<file path="config.mk">
export PLATFORM = sky130hd
export DESIGN_NAME = wb_stage_cp0x
export DESIGN_NICKNAME = d
export VERILOG_FILES = /design/src/rtl/wb_stage_cp0x.sv
export SDC_FILE = /design/constraint.sdc
export NUM_CORES = 1
export LEC_CHECK = 0
export ABC_AREA = 1
export CAP_MARGIN = 25
export CORE_ASPECT_RATIO = 0.9
export CORE_MARGIN = 3
export CORE_UTILIZATION = 49
export DETAILED_ROUTE_END_ITERATION = 12
export PLACE_DENSITY = 0.81
export SLEW_MARGIN = 5
export SYNTH_ARGS = -nofsm -noshare
export SYNTH_HDL_FRONTEND = slang
export SYNTH_SLANG_ARGS = --single-unit
</file>
<file path="constraint.sdc">
create_clock -name clk -period 2.4 [get_ports clk]
set_input_delay 0.48 -clock clk [delete_from_list [all_inputs] [get_ports clk]]
set_output_delay 0.48 -clock clk [all_outputs]
set_load 0.01 [all_outputs]
</file>
<file path="src/rtl/wb_stage_cp0x.sv">
// wb_stage_cp0x: final pipeline stage. Writes the GPR file, commits exceptions/ERET,
// and holds a CP0 subset (Status, Cause, EPC, BadVAddr, optional Count/Compare).
// Optional feature macro: CP0_TIMER_EN builds the Count/Compare timer and tick divider.
module wb_stage_cp0x #(
  parameter int unsigned ADDR_W    = 5,
  parameter int unsigned INT_NUM   = 6,
  parameter int unsigned COUNT_DIV = 2,
  parameter logic [31:0] EX_VEC    = 32'hBFC0_0380
) (
  input  logic              clk,
  input  logic              reset,
  output logic              ws_allowin,
  input  logic              ms_to_ws_valid,
  input  logic [31:0]       ms_pc,
  input  logic              ms_gr_we,
  input  logic [ADDR_W-1:0] ms_dest,
  input  logic [31:0]       ms_result,
  input  logic              ms_ex,
  input  logic              ms_bd,
  input  logic [4:0]        ms_excode,
  input  logic [31:0]       ms_badvaddr,
  input  logic              ms_eret,
  input  logic              ms_mfc0,
  input  logic              ms_mtc0,
  input  logic [7:0]        ms_cp0_addr,
  input  logic [INT_NUM-1:0] ext_int_in,
  output logic              rf_we,
  output logic [ADDR_W-1:0] rf_waddr,
  output logic [31:0]       rf_wdata,
  output logic              ws_flush,
  output logic [31:0]       ws_flush_pc,
  output logic              ws_int_pending,
  output logic [ADDR_W-1:0] ws_mfc0_dest,
  output logic [31:0]       debug_wb_pc,
  output logic [3:0]        debug_wb_rf_wen,
  output logic [ADDR_W-1:0] debug_wb_rf_wnum,
  output logic [31:0]       debug_wb_rf_wdata
);

  // CP0 addresses as {rd, sel}
  localparam logic [7:0] CP0_BADVADDR = 8'h40;
  localparam logic [7:0] CP0_COUNT    = 8'h48;
  localparam logic [7:0] CP0_COMPARE  = 8'h58;
  localparam logic [7:0] CP0_STATUS   = 8'h60;
  localparam logic [7:0] CP0_CAUSE    = 8'h68;
  localparam logic [7:0] CP0_EPC      = 8'h70;
  localparam logic [4:0] EXC_ADEL     = 5'h04;
  localparam logic [4:0] EXC_ADES     = 5'h05;

  // Reject configurations the Cause.IP mapping and divider cannot represent
  if (COUNT_DIV < 1 || INT_NUM < 1 || INT_NUM > 6) begin : g_param_check
    $error("wb_stage_cp0x: unsupported INT_NUM or COUNT_DIV");
  end

  typedef struct packed {
    logic [31:0]       pc;
    logic              gr_we;
    logic [ADDR_W-1:0] dest;
    logic [31:0]       result;
    logic              ex;
    logic              bd;
    logic [4:0]        excode;
    logic [31:0]       badvaddr;
    logic              eret;
    logic              mfc0;
    logic              mtc0;
    logic [7:0]        cp0_addr;
  } ws_inst_t;

  logic        ws_valid_q, ws_valid_d;
  ws_inst_t    inst_q, inst_d;
  logic [7:0]  im_q, im_d;
  logic        exl_q, exl_d;
  logic        ie_q, ie_d;
  logic        bd_q, bd_d;
  logic [4:0]  exccode_q, exccode_d;
  logic [1:0]  ip_sw_q, ip_sw_d;
  logic [5:0]  ip_hw_q, ip_hw_d;
  logic [31:0] epc_q, epc_d;
  logic [31:0] badvaddr_q, badvaddr_d;

  logic        ws_ready_go;
  logic        commit_ex, commit_eret, cp0_we;
  logic        ti;
  logic [31:0] count_rd, compare_rd, status_rd, cause_rd, cp0_rdata;

  assign ws_ready_go = 1'b1;
  assign ws_allowin  = ~ws_valid_q | ws_ready_go;
  assign commit_ex   = ws_valid_q & inst_q.ex;
  assign commit_eret = ws_valid_q & inst_q.eret & ~inst_q.ex;
  assign cp0_we      = ws_valid_q & inst_q.mtc0 & ~inst_q.ex;

  assign status_rd = {9'b0, 1'b1, 6'b0, im_q, 6'b0, exl_q, ie_q};
  assign cause_rd  = {bd_q, ti, 14'b0, ip_hw_q[5] | ti, ip_hw_q[4:0], ip_sw_q,
                      1'b0, exccode_q, 2'b0};

  // Combinational CP0 read port; unimplemented addresses read zero
  always_comb begin
    cp0_rdata = 32'h0;
    case (inst_q.cp0_addr)
      CP0_BADVADDR: cp0_rdata = badvaddr_q;
      CP0_COUNT:    cp0_rdata = count_rd;
      CP0_COMPARE:  cp0_rdata = compare_rd;
      CP0_STATUS:   cp0_rdata = status_rd;
      CP0_CAUSE:    cp0_rdata = cause_rd;
      CP0_EPC:      cp0_rdata = epc_q;
      default:      cp0_rdata = 32'h0;
    endcase
  end

  // Stage capture and CP0 commit; exception beats ERET beats MTC0 on Status.EXL
  always_comb begin
    ws_valid_d = ws_valid_q;
    inst_d     = inst_q;
    im_d       = im_q;
    exl_d      = exl_q;
    ie_d       = ie_q;
    bd_d       = bd_q;
    exccode_d  = exccode_q;
    ip_sw_d    = ip_sw_q;
    ip_hw_d    = 6'(ext_int_in);
    epc_d      = epc_q;
    badvaddr_d = badvaddr_q;

    if (ws_allowin) ws_valid_d = ms_to_ws_valid;
    if (ms_to_ws_valid && ws_allowin) begin
      inst_d.pc       = ms_pc;
      inst_d.gr_we    = ms_gr_we;
      inst_d.dest     = ms_dest;
      inst_d.result   = ms_result;
      inst_d.ex       = ms_ex;
      inst_d.bd       = ms_bd;
      inst_d.excode   = ms_excode;
      inst_d.badvaddr = ms_badvaddr;
      inst_d.eret     = ms_eret;
      inst_d.mfc0     = ms_mfc0;
      inst_d.mtc0     = ms_mtc0;
      inst_d.cp0_addr = ms_cp0_addr;
    end

    if (cp0_we) begin
      case (inst_q.cp0_addr)
        CP0_STATUS: begin
          im_d  = inst_q.result[15:8];
          exl_d = inst_q.result[1];
          ie_d  = inst_q.result[0];
        end
        CP0_CAUSE: ip_sw_d = inst_q.result[9:8];
        CP0_EPC:   epc_d   = inst_q.result;
        default: ;
      endcase
    end

    if (commit_eret) exl_d = 1'b0;

    if (commit_ex) begin
      exl_d     = 1'b1;
      exccode_d = inst_q.excode;
      if (!exl_q) begin
        bd_d  = inst_q.bd;
        epc_d = inst_q.bd ? inst_q.pc - 32'd4 : inst_q.pc;
      end
      if (inst_q.excode == EXC_ADEL || inst_q.excode == EXC_ADES)
        badvaddr_d = inst_q.badvaddr;
    end
  end

  // Stage and CP0 state registers
  always_ff @(posedge clk) begin
    if (reset) begin
      ws_valid_q <= 1'b0;
      inst_q     <= '0;
      im_q       <= 8'h0;
      exl_q      <= 1'b0;
      ie_q       <= 1'b0;
      bd_q       <= 1'b0;
      exccode_q  <= 5'h0;
      ip_sw_q    <= 2'h0;
      ip_hw_q    <= 6'h0;
      epc_q      <= 32'h0;
      badvaddr_q <= 32'h0;
    end else begin
      ws_valid_q <= ws_valid_d;
      inst_q     <= inst_d;
      im_q       <= im_d;
      exl_q      <= exl_d;
      ie_q       <= ie_d;
      bd_q       <= bd_d;
      exccode_q  <= exccode_d;
      ip_sw_q    <= ip_sw_d;
      ip_hw_q    <= ip_hw_d;
      epc_q      <= epc_d;
      badvaddr_q <= badvaddr_d;
    end
  end

`ifdef CP0_TIMER_EN
  localparam int unsigned    DIV_W    = (COUNT_DIV > 1) ? $clog2(COUNT_DIV) : 1;
  localparam logic [DIV_W-1:0] DIV_LAST = DIV_W'(COUNT_DIV - 1);

  logic [DIV_W-1:0] div_q, div_d;
  logic [31:0]      count_q, count_d;
  logic [31:0]      compare_q, compare_d;
  logic             ti_q, ti_d;

  // Count/Compare timer; software writes win over the divider and the TI set
  always_comb begin
    div_d     = div_q;
    count_d   = count_q;
    compare_d = compare_q;
    ti_d      = ti_q;
    if (cp0_we && inst_q.cp0_addr == CP0_COUNT) begin
      count_d = inst_q.result;
      div_d   = '0;
    end else if (div_q == DIV_LAST) begin
      div_d   = '0;
      count_d = count_q + 32'd1;
    end else begin
      div_d = div_q + DIV_W'(1);
    end
    if (count_q == compare_q) ti_d = 1'b1;
    if (cp0_we && inst_q.cp0_addr == CP0_COMPARE) begin
      compare_d = inst_q.result;
      ti_d      = 1'b0;
    end
  end

  // Timer registers
  always_ff @(posedge clk) begin
    if (reset) begin
      div_q     <= '0;
      count_q   <= 32'h0;
      compare_q <= 32'h0;
      ti_q      <= 1'b0;
    end else begin
      div_q     <= div_d;
      count_q   <= count_d;
      compare_q <= compare_d;
      ti_q      <= ti_d;
    end
  end

  assign ti         = ti_q;
  assign count_rd   = count_q;
  assign compare_rd = compare_q;
`else
  assign ti         = 1'b0;
  assign count_rd   = 32'h0;
  assign compare_rd = 32'h0;
`endif

  assign rf_we          = ws_valid_q & inst_q.gr_we & ~inst_q.ex;
  assign rf_waddr       = inst_q.dest;
  assign rf_wdata       = inst_q.mfc0 ? cp0_rdata : inst_q.result;
  assign ws_flush       = commit_ex | (ws_valid_q & inst_q.eret);
  assign ws_flush_pc    = commit_ex ? EX_VEC : epc_q;
  assign ws_int_pending = ie_q & ~exl_q & |(cause_rd[15:8] & im_q);
  assign ws_mfc0_dest   = (ws_valid_q & inst_q.mfc0) ? inst_q.dest : '0;

  assign debug_wb_pc       = inst_q.pc;
  assign debug_wb_rf_wen   = {4{rf_we}};
  assign debug_wb_rf_wnum  = rf_waddr;
  assign debug_wb_rf_wdata = rf_wdata;

endmodule

</file>
==> results of run 1 <==
==> worst min-delay path by stage <==
stage	from	endpoint	slack, ns	cells after the start
6_report	ms_to_ws_valid	inst_q[14]	0.38	4
5_1_grt	ms_to_ws_valid	inst_q[18]	0.42	4
4_1_cts	ms_to_ws_valid	inst_q[14]	0.37	4
3_5_place_dp	im_q[2]	im_q[2]	0.46	2
3_3_place_gp	inst_q[44]	inst_q[44]	0.45	2
2_1_floorplan	inst_q[0]	inst_q[0]	0.43	2
==> repair_timing <==
item,in CTS,in global routing
pin swaps,7,15
gates cloned,2,1
hold buffers,0,0
setup buffers,2,3
setup endpoints to repair,101,86
resized for setup,356,65
==> critical path, cell delays in order (launching register included) <==
cell and delay (ns):
dfxtp_2 0.32, buf_6 0.13, nor3_4 0.19, and2_4 0.25, buf_12 0.15, nand2_1 0.05
o21ai_1 0.08, nand2_1 0.08, nand2_2 0.13, buf_6 0.11, buf_6 0.09
==> through the flow <==
stage | util | TNS [ns] | total power [W] | worst slack [ns] | instance area, um^2
finish | 0.683 | -6.53 | 0.00891 | -0.170 | 13700
floorplan | - | 0 | 0.00452 | 0.203 | 10100
global route | 0.683 | -12.23 | 0.00921 | -0.267 | 13700
detailed placement | 0.632 | -6.10 | 0.00515 | -0.196 | 12700
CTS | 0.672 | -4.42 | 0.00889 | -0.222 | 13500
global placement | 0.632 | -0.669 | 0.00514 | -0.0911 | 12700
==> area by class of cell <==
type,instances,area share
clock inverters,9,0.0108
clock buffers,31,0.0484
well taps,255,0.0232
diodes,2,0.000364
inverters,139,0.0398
multi-input cells,1019,0.339
repair buffers,334,0.233
flip-flops and latches,209,0.305
==> state kept, by name, indices dropped and copies added, names as in the netlist, 2 cells and up <==
name	cells
ip_hw_q	6
exccode_q	5
badvaddr_q	32
inst_q	83
ip_sw_q	2
debug_wb_rf_wnum	5
epc_q	32
debug_wb_pc	32
im_q	8
==> kinds of logic after synthesis <==
kind of cell	after synthesis	share of synthesized area
and+or+nand+nor	659	0.256
adders and majority gates	1	0.00124
DFF	209	0.413
other	1	0.000371
AOI/OAI and AO/OA	358	0.182
buffers and inverters	304	0.147
==> synth_stat cells, types with 7 or more instances <==
cell type | number | share of area
nor2_1 | 332 | 0.12
clkbuf_1 | 63 | 0.023
nand4_1 | 7 | 0.0043
nand3_1 | 45 | 0.022
o211ai_1 | 9 | 0.0067
o21ai_1 | 7 | 0.0035
a21oi_1 | 80 | 0.040
buf_2 | 15 | 0.0074
inv_1 | 134 | 0.050
o21ai_0 | 252 | 0.12
dfxtp_1 | 209 | 0.41
buf_4 | 82 | 0.061
nand2_1 | 262 | 0.097
==> layout by cell type, fill, tap and decap left out, types with 32 or more instances in the layout <==
master,netlist,layout
clkdlybuf4s50_1,0,194
dfxtp_1,209,204
o21ai_0,252,220
inv_1,134,127
nand2_1,262,233
buf_4,82,39
a21oi_1,80,79
buf_2,15,38
nor2_1,332,329
nand3_1,45,43
buf_6,2,32
==> per-layer routing <==
metal,track usage,vias up,share of wire
met5,0,-,0.00026
met4,0.0886,2,0.032
met3,0.0480,73,0.087
met2,0.493,509,0.47
met1,0.381,4797,0.41
li1,-,5189,-
==> power breakdown <==
group | internal [W] | total (W) | switching (W)
combinational | 0.000630 | 0.00133 | 0.000698
sequential | 0.00364 | 0.00379 | 0.000145
clock | 0.00237 | 0.00379 | 0.00143
total | 0.00664 | 0.00891 | 0.00227
==> out/results.env, run 1 <==
STATUS='complete, but fails checks'
VIOLATIONS='negative setup slack'
VIAS_PER_CELL=5.29
YOSYSWARNINGCOUNT=0
P_LEAK_nW=6.16
POST_SYNTH_INSTANCE_AREA_UM2=10100
CTS_TREE='yes'
PLACE_HPWL_MM=24.4
DP.CELLS=1948
SETUP.WORST_PATH.END='rf_wdata[28]'
SETUP.WORST_PATH.START='inst_q[4]'
CLK_PIN_SLEW_NS=0.06
ASYNC_FLOP_SHARE=0
MIN_PATH_TYPE='input port to flip-flop'
TIMING.FINAL.CRIT_SHARE=1.07
FINALSETUPVIOLATIONS=64
TIMING_MAX_TRANSITION_VIOLATIONS_FINAL=0
CRITPATHCAPTURETYPE='primary output'
MAXCAPVIOLCOUNT=0
WORST_SETUP_PATH_START_KIND='flip-flop'
MAX_FREQ_MHz=389
CTS-ROOT-TO-SINK-BUFFERS=3
WL_MM=34.3
FINAL_PERIOD_MINUS_WORST_SETUP_SLACK_NS=2.57
HTREE_LEVELS=1
FINALHOLDVIOLATIONS=0
SEQ_AREA_UM2=4190
OVERALL_FRACTION_OF_GLOBAL_ROUTE_TRACKS_IN_USE=0.290
CLOCK-SINKS=209
CTSROOTBUFFERMASTER='clkbuf_16'
NUM_ROWS=49
UNREPAIRED_SETUP_ENDPOINTS_AFTER_GLOBAL_ROUTING='yes'
YS_SEQ_AREA_FRAC=0.413
FINAL_CELL_COUNT_NO_FILL=1998
SYNTH-SEQ-CELLS=209
CRIT_ARRIVAL_NS=2.09
AVGSYNTHCELLAREA_UM2=6.61
ANT_NETS=0
CRITPATHREQUIREDTIME_NS=1.92
FILL_COUNT=1712
DRC_MARKER_COUNT_FROM_THE_FIRST_DETAILED_ROUTE_ITERATION=805
POST_DRT_WL_PER_CELL_UM=17.2
YOSYS.CELL_TYPES.COUNT=34
POSTSYNTH.TOPFLOPCELL='dfxtp_1'
NETLIST_INSTANCES=1532
CLOCK_INSERTION_DELAY_WORST_SKEW_NS=0.51
SETUP_WS_NS=-0.170
SYNTH_ENABLE_FLOP_CELLS=0
DIE_AREA_UM2=22400
AREAGROWTHSYNTHTOFINISH_PCT=35.8
POST_ROUTE_CELLS_DRIVE_ABOVE_1_SHARE=0.132
LARGEST_NET_DEGREE_AT_THE_START_OF_GLOBAL_ROUTING=77
ANTENNA_FOUND_INITIAL=3
IRDROPWORSTVDD_mV=0.442
CRITICAL_PATH_PEAK_FANOUT=7
REMAINING_DRC_ERRORS=0
CORE-AREA_UM2=20100
TIGHTESTPINTRANSITION_NS=0.714
GRT_OVERFLOW_TOTAL=0
PLACE_CONGESTION=0.973
MULTIINPUTGATEAREA_UM2=4660
SETUP.WORST_PATH.CLASS='flip-flop to primary output'
MAX-SLEW-MARGIN-REL=0.524
INITIAL_UTILIZATION=0.503
WORST_R2R_PATH_DEPTH=13
REGISTER_TO_REGISTER_PATH_SETUP_SLACK_NS=0.46
GRT_PASS1_WL_MM=52.1
FIN_WORST_HOLD_SLACK_NS=0.384
LAYOUT.NETS=1856
PORT_BUFFERS=278
NUMBER_OF_GLOBAL_ROUTE_VIAS_BEFORE_REPAIR=9892
R2R-END='epc_q[28]'
DR_TOTAL_VIAS=10600
DIE_HT_UM=142
PWR_DENSITY_CELL_nW_PER_UM2=648
SYNTH_NETS=1662
R2R_START='debug_wb_pc[3]'
IO-PIN-COUNT=280
DETAIL_ROUTE.FIRST_PASS.ITERATIONS=5
CTS_INSERTED_BUFFERS=23
DIEWIDTH_UM=157
WORST_CLOCK_SKEW_NS=0.0173
(Power assumes the default switching activity.)
==> inputs of run 2 (changes only) <==
--- a/config.mk
+++ b/config.mk
@@ -11,6 +11,7 @@
 export CORE_MARGIN = 3
 export CORE_UTILIZATION = 49
 export DETAILED_ROUTE_END_ITERATION = 12
+export GPL_TIMING_DRIVEN = 0
 export PLACE_DENSITY = 0.81
 export SLEW_MARGIN = 5
 export SYNTH_ARGS = -nofsm -noshare
==> out/results.env, run 2 (same netlist as run 1, synthesis figures left out) <==
SETUP_WS_NS=-0.398
NUMBER_OF_GLOBAL_ROUTE_VIAS_BEFORE_REPAIR=11100
WORST_CLOCK_SKEW_NS=0.00951
FINALSETUPVIOLATIONS=64
VIOLATIONS='negative setup slack'
GRT_PASS1_WL_MM=59.0
CLK_PIN_SLEW_NS=0.07
LAYOUT.NETS=1981
MAXCAPVIOLCOUNT=0
CTSROOTBUFFERMASTER='clkbuf_16'
P_LEAK_nW=6.67
CRITPATHCAPTURETYPE='primary output'
DRC_MARKER_COUNT_FROM_THE_FIRST_DETAILED_ROUTE_ITERATION=1426
IRDROPWORSTVDD_mV=0.399
GRT_OVERFLOW_TOTAL=0
P_SEQ_FRAC=0.420
CRITPATHREQUIREDTIME_NS=1.92
POST_ROUTE_CELLS_DRIVE_ABOVE_1_SHARE=0.178
POWER_W=0.00904
PORT_BUFFERS=277
REGMOSTFLOPS='inst_q'
TIMING_MAX_TRANSITION_VIOLATIONS_FINAL=0
NUM_ROWS=49
PLACE_WORST_SETUP_SLACK_NS=-0.632
CLOCK_NETWORK_FRACTION_OF_DESIGN_POWER=0.407
CLOCK-SINKS=209
VIAS_PER_CELL=5.55
MAX-SLEW-MARGIN-REL=0.380
WL_MM=40.0
STATUS='complete, but fails checks'
POWER.NET_SWITCHING_W=0.00244
CRITICAL_PATH_PEAK_FANOUT=6
REMAINING_DRC_ERRORS=0
DIEWIDTH_UM=157
TIGHTESTPINTRANSITION_NS=0.930
FINALHOLDVIOLATIONS=0
PLACE_HPWL_MM=29.1
CTS_TREE='yes'
DIE_HT_UM=142
LAYOUT.CELLS.MOST_COMMON_LIST='nor2_1 (325), o21ai_0 (218), nand2_1 (211)'
CTS-ROOT-TO-SINK-BUFFERS=3
INTERNAL_POWER_W=0.00660
POWER_SWITCHING_SHARE=0.270
DETAILED_PLACE.AREA_UM2=13200
UNREPAIRED_SETUP_ENDPOINTS_AFTER_GLOBAL_ROUTING='yes'
PWR_DENSITY_CELL_nW_PER_UM2=619
REGISTER_TO_REGISTER_PATH_SETUP_SLACK_NS=0.22
TIMING.CRITICAL_PATH.SLOWEST_CELL_DELAY_NS=0.32
CORE-AREA_UM2=20100
CRIT_ARRIVAL_NS=2.32
MIN_PATH_TYPE='input port to flip-flop'
HTREE_LEVELS=1
LARGEST_NET_DEGREE_AT_THE_START_OF_GLOBAL_ROUTING=15
SETUP.WORST_PATH.CLASS='flip-flop to primary output'
POST_DRT_WL_PER_CELL_UM=18.9
CRIT_CHAIN='inv_2 > nand3_4 > buf_4 > nor2_4 > nand3_4 > clkinvlp_4 > nand2_2 > o211ai_1 > nand2_1 > nand2_2 > buf_6 > buf_6'
CP_SLOWEST_CELL='dfxtp_2'
MAX_REG_FLOPS=83
CTS_HOLD_BUFFERS=0
IO-PIN-COUNT=280
DIE_AREA_UM2=22400
DETAIL_ROUTE.FIRST_PASS.ITERATIONS=8
POWER.COMBINATIONAL.FRACTION=0.173
TIMING.SETUP.TNS_NS=-15.78
MAX_FREQ_MHz=357
FINAL_PERIOD_MINUS_WORST_SETUP_SLACK_NS=2.80
PLACE_CONGESTION=0.974
MOSTFREQUENTLAYOUTCELL='nor2_1'
CTS_INSERTED_BUFFERS=22
DR_TOTAL_VIAS=11800
POSTLAYOUTCELLAREA_UM2=14600
TIMING.FINAL.CRIT_SHARE=1.17
WORST_SETUP_PATH_START_KIND='flip-flop'
AREAGROWTHSYNTHTOFINISH_PCT=44.3
ANTENNA_DIODE_INSTANCE_COUNT=0
INITIAL_UTILIZATION=0.503
ANTENNA_FOUND_INITIAL=1
ANT_NETS=0
CLOCK_INSERTION_DELAY_WORST_SKEW_NS=0.51
OVERALL_FRACTION_OF_GLOBAL_ROUTE_TRACKS_IN_USE=0.336
## run 2: changes by cell type in the layout (fill, tap and decap cells not counted), sizes merged
cell,change
clkbuf,+54
clkdlybuf4s50,-6
inv,-1
buf,+70
dlygate4sd2,+10
clkinvlp,+5
clkinv,-1
dlymetal6s2s,-4
diode,-2
bufinv,-1
## run 2: cell type report
class / count / area (um^2)
Fill cell: 1626 / 5510
Multi-Input combinational cell: 1019 / 4810
Sequential cell: 209 / 4200
Timing Repair Buffer: 296 / 2870
Buffer: 163 / 1080
Clock buffer: 30 / 642
Inverter: 139 / 542
Tap cell: 255 / 319
Clock inverter: 10 / 130
Timing Repair inverter: 1 / 7.51
## run 2: routing by layer
metal,global-route usage,part of all wire
met1,0.445,0.38
met2,0.538,0.45
met3,0.0696,0.12
met4,0.138,0.054
met5,0,0
## run 2: stage by stage
step                instances  hold WS, ns   util
floorplan                1532        0.433      -
global placement         2064        0.445  0.657
detailed placement       2064        0.449  0.657
CTS                      2114        0.397  0.712
global route             2122        0.468  0.726
finish                   2122        0.426  0.726
## run 2: critical path, delay by kind of cell, from the launching register on
kind	cells	cell delay, ns
buffers and inverters	5	0.64
AO/OA/AOI/OAI	1	0.13
flip-flops	1	0.32
AND/OR/NAND/NOR	6	0.69
## run 2: worst paths after layout
| check | endpoint | from | depth (start not counted) |
|---|---|---|---|
| max | rf_wdata[31] | inst_q[2] | 12 |
| min | epc_q[9] | reset | 2 |
| max reg2reg | epc_q[26] | debug_wb_pc[3] | 13 |
| min reg2reg | inst_q[44] | inst_q[44] | 2 |
## run 2: timing repair
action	CTS	global route
pin swaps	35	34
gates resized for setup	475	62
cloned	4	0
setup endpoints to repair	106	83
setup buffers	7	9
## run 2: power by group through the flow
stage	Combinational, W	Sequential (W)	Clock, W
after floorplan	0.000717	0.00380	0
after global placement	0.00142	0.00385	0
after detailed placement	0.00144	0.00385	0
after CTS	0.00149	0.00378	0.00364
after global routing	0.00168	0.00381	0.00378
final	0.00156	0.00379	0.00368
==> inputs of run 3 (changes only) <==
--- a/config.mk
+++ b/config.mk
@@ -6,7 +6,7 @@
 export NUM_CORES = 1
 export LEC_CHECK = 0
 export ABC_AREA = 1
-export CAP_MARGIN = 25
+export CAP_MARGIN = 0
 export CORE_ASPECT_RATIO = 0.9
 export CORE_MARGIN = 3
 export CORE_UTILIZATION = 49
==> results of run 3 <==
No change in the layout: final DEF, timing and power equal those of run 2.
